**src/rtl/rho_arbiter.sv**
```systemverilog
// Two-requester round-robin front end for one shared rho diffusion layer.
// Latency: 1 cycle. Backpressure: both readys drop while a held response is unaccepted.
module rho_arbiter #(
    parameter int BLOCK_SIZE = 64
) (
    input  logic                 clk,
    input  logic                 rst,
    input  logic                 req0_valid,
    input  logic [0:BLOCK_SIZE/2-1] req0_data,
    output logic                 req0_ready,
    input  logic                 req1_valid,
    input  logic [0:BLOCK_SIZE/2-1] req1_data,
    output logic                 req1_ready,
    output logic                 rsp_valid,
    output logic [0:BLOCK_SIZE/2-1] rsp_data,
    output logic                 rsp_id,
    input  logic                 rsp_ready,
    output logic [15:0]          served0,
    output logic [15:0]          served1
);
    localparam int SIDE_SIZE = BLOCK_SIZE / 2;
    localparam int CW        = SIDE_SIZE / 4;

    // Each column is XORed with the parity of all four columns.
    function automatic logic [0:SIDE_SIZE-1] rho(input logic [0:SIDE_SIZE-1] w);
        logic [CW-1:0]          t;
        logic [0:SIDE_SIZE-1]   r;
        t = '0;
        for (int k = 0; k < 4; k++) t = t ^ w[k*CW +: CW];
        r = '0;
        for (int k = 0; k < 4; k++) r[k*CW +: CW] = w[k*CW +: CW] ^ t;
        return r;
    endfunction

    logic                 rsp_valid_q, rsp_valid_d;
    logic [0:SIDE_SIZE-1] rsp_data_q, rsp_data_d;
    logic                 rsp_id_q, rsp_id_d;
    logic                 last_q, last_d;
    logic [15:0]          served0_q, served0_d;
    logic [15:0]          served1_q, served1_d;

    logic can_accept, gnt_vld, gnt_id, xfer;

    always_comb begin
        can_accept = (!rsp_valid_q || rsp_ready) && !rst;
        gnt_vld    = req0_valid || req1_valid;
        gnt_id     = (req0_valid && req1_valid) ? ~last_q : req1_valid;
        xfer       = can_accept && gnt_vld;
        req0_ready = xfer && !gnt_id;
        req1_ready = xfer && gnt_id;

        rsp_valid_d = rsp_valid_q;
        rsp_data_d  = rsp_data_q;
        rsp_id_d    = rsp_id_q;
        last_d      = last_q;
        served0_d   = served0_q;
        served1_d   = served1_q;

        if (rsp_valid_q && rsp_ready) rsp_valid_d = 1'b0;
        if (xfer) begin
            rsp_valid_d = 1'b1;
            rsp_data_d  = rho(gnt_id ? req1_data : req0_data);
            rsp_id_d    = gnt_id;
            last_d      = gnt_id;
            if (gnt_id) served1_d = served1_q + 16'd1;
            else        served0_d = served0_q + 16'd1;
        end
    end

    // last resets to 1 so requester 0 wins the first tie.
    always_ff @(posedge clk or posedge rst) begin
        if (rst) begin
            rsp_valid_q <= 1'b0;
            rsp_data_q  <= '0;
            rsp_id_q    <= 1'b0;
            last_q      <= 1'b1;
            served0_q   <= '0;
            served1_q   <= '0;
        end else begin
            rsp_valid_q <= rsp_valid_d;
            rsp_data_q  <= rsp_data_d;
            rsp_id_q    <= rsp_id_d;
            last_q      <= last_d;
            served0_q   <= served0_d;
            served1_q   <= served1_d;
        end
    end

    assign rsp_valid = rsp_valid_q;
    assign rsp_data  = rsp_data_q;
    assign rsp_id    = rsp_id_q;
    assign served0   = served0_q;
    assign served1   = served1_q;
endmodule

```
**config.mk**
```make
export PLATFORM = sky130hd
export DESIGN_NAME = rho_arbiter
export DESIGN_NICKNAME = d
export VERILOG_FILES = /design/src/rtl/rho_arbiter.sv
export SDC_FILE = /design/constraint.sdc
export NUM_CORES = 1
export LEC_CHECK = 0
export ABC_CLOCK_PERIOD_IN_PS = 5250
export BUFFER_PORTS_ARGS = -buffer_cell sky130_fd_sc_hd__buf_2
export CAP_MARGIN = 0
export CORE_MARGIN = 1
export CORE_UTILIZATION = 40
export DETAILED_ROUTE_END_ITERATION = 8
export PLACE_DENSITY = 0.66
export SYNTH_ARGS = -nofsm -noshare
export SYNTH_HDL_FRONTEND = slang
export SYNTH_SLANG_ARGS = --single-unit
```
**constraint.sdc**
```tcl
create_clock -name clk -period 5.25 [get_ports clk]
set_input_delay 0.525 -clock clk [delete_from_list [all_inputs] [get_ports clk]]
set_output_delay 0.525 -clock clk [all_outputs]
set_load 0.1 [all_outputs]
```
==> results.yml <==
status:
  status: "finished clean"
place:
  gp_congestion: 0.747
  place_inst: 627
  dp.final_hpwl_um: 6180
  portBuffers: 136
logic_synthesis:
  ys_warn_count: 0
  syn_inst: 373
  syn_avg_cell_area_um2: 10.4
  syn_nets: 444
  synth_top_area_share_pct: 42.6
  synth-seq-cells: 67
  yosys.area.top_type: "dfrtp_1"
  async_flop_share_pct: 100
  syn_area_um2: 3880
  synth.distinct_cells: 33
  synth_edf_count: 0
  seq_area_frac_synth_pct: 43.3
  synth_area_leaders: "dfrtp_1 43%, xnor2_1 19%, xor2_1 8.1%"
  synth-main-ff-cell: "dfrtp_1"
clocking:
  cts_tree: "yes"
  cts.root.buffer_cell: "clkbuf_8"
  clockBufferDepth: 2
  clk_pin_slew_ns: 0.08
  post_cts_buffers: 0
  numCtsBuffers: 9
  ctsHoldBuffers: 0
  htreeDepth: 3
  cts_sinks: 67
  clk_latency_ns: 0.34
  cts_resized: 0
timing:
  setup_viol: 0
  whs_ns: 0.469
  worst_pin_slew_ns: 0.935
  finalCriticalPeriod_ns: 2.95
  slew_violations: 0
  min_period_over_period_pct: 56.2
  rsz0062_at_grt: "no"
  finalSetupTns_ns: 0
  max_freq_mhz: 339
  relSlewSlack_pct: 37.7
  skew_ns: 0.0107
  hold_viol_final: 0
pwr:
  leakage_uw: 0.00238
  powerDensity_nw_per_um2: 492
  ir_drop_uv: 356
finish:
  layout_common_cells: "136 x buf_2, 83 x xnor2_1, 66 x dfrtp_1, 45 x nand2_1, 36 x xor2_1"
  fill_cells: 915
  drive_gt1_share_pct: 32.5
  post-route-util_pct: 52.3
  stdcell_count: 643
  nets: 580
  diodes: 0
  final_common_cell: "buf_2"
  area_growth_pct: 25.7
die:
  fp-row-count: 35
  die_h_um: 100
  start_util_pct: 41.6
  die_x_um: 100
  ios: 137
  core_um2: 9330
  die_area_um2: 10100
setup_path:
  critPathLaunchType: "flop"
  crit_path_end_kind: "output port"
  path_max_fanout: 25
  cp.arrival_ns: 2.42
  cp.required_ns: 4.72
  crit_type: "reg -> out"
detailed_routing:
  drtPass1Iterations: 4
  drt_first_iter_violations: 76
  viasPerCell: 4.66
  via_count: 2995
  routedWlPerCell_um: 12.7
  drc_errors: 0
  drt.antenna.violating_nets: 0
  routed_wl_um: 8160
grt:
  grt_antenna_before_repair: 0
  grt_pass1_wl_um: 13400
  grt_max_degree: 69
  grt_pass1_vias: 2959
  grt_remaining_overflow: 0
  grt_usage_pct: 17.0
job:
  maxCapViolCount: 0
worst_hold_path:
  hold_class: "reg -> reg"
critical path: stages (launching register included):
cell,delay [ns]
dfstp_2,0.39
a21boi_4,0.68
nor3b_2,0.49
buf_2,0.50
cells in the mapped netlist, types with 6 or more instances:
master    number
xnor2_1       83
dfrtp_1       66
nand2_1       45
xor2_1        36
o21ai_0       33
mux2i_1       30
nand3_1       12
nor2_1        12
nand4_1        8
clkbuf_1       7
a21oi_1        6
flip-flops by register name, indices dropped and copies added, names as in the netlist:
signal	count
served0	16
rsp_id	1
last_q	1
rsp_data	32
rsp_valid	1
served1	16
cell type report:
class	instances	area, um2	area share (%)
well taps	129	161	3.31
multi-input cells	291	2140	43.9
repair buffers	138	696	14.3
clock buffers	10	128	2.62
inverters	2	7.51	0.154
clock inverters	6	65.1	1.33
flip-flops and latches	67	1680	34.4
per-layer routing:
layer	share of wire (%)	global-route usage, %	vias to the layer above
met5	0	0	-
met1	43	20.6	1375
li1	-	-	1515
met4	0.77	4.68	0
met2	48	27.7	99
met3	8.0	7.21	6
stage by stage:
| stage | area, um2 | total power, uW | worst slack [ns] |
|---|---|---|---|
| 6_report | 4870 | 2400 | 2.30 |
| 5_1_grt | 4870 | 2520 | 2.15 |
| 4_1_cts | 4870 | 2430 | 2.25 |
| 3_5_place_dp | 4680 | 1990 | 2.23 |
| 3_3_place_gp | 4680 | 1970 | 2.22 |
| 2_1_floorplan | 3880 | 1760 | 1.90 |
path summary, 6_finish.rpt:
check                                  start      endpoint  slack [ns]  cells past startpoint
worst max register to register        last_q   served1[13]        2.53                      6
min in group asynchronous                rst    served1[0]        0.50                      3
max in group asynchronous                rst  rsp_data[25]        4.20                      3
worst min-delay path            rsp_data[24]  rsp_data[24]        0.47                      2
worst min register to register  rsp_data[24]  rsp_data[24]        0.47                      2
worst max-delay path                  last_q    req1_ready        2.30                      3
power by group:
part | switching [uW] | leakage, uW | internal, uW | total, uW
Combinational | 1010 | 0.00142 | 241 | 1260
Sequential | 92.2 | 0.000862 | 624 | 716
Clock | 206 | 0.0000966 | 220 | 426
logic make-up (layout without fill, tap and decap cells):
group	Yosys count	in the layout	synth area share (%)
and+or+nand+nor	96	96	13.2
DFF	67	67	43.3
muxes	32	32	8.32
xor gates and xnor gates	120	120	27.3
buffers and inverters	15	156	1.87
adders and majority gates	2	2	0.645
AOI/OAI and AO/OA	41	41	5.42
No activity file was read; power rests on OpenSTA's default activity.
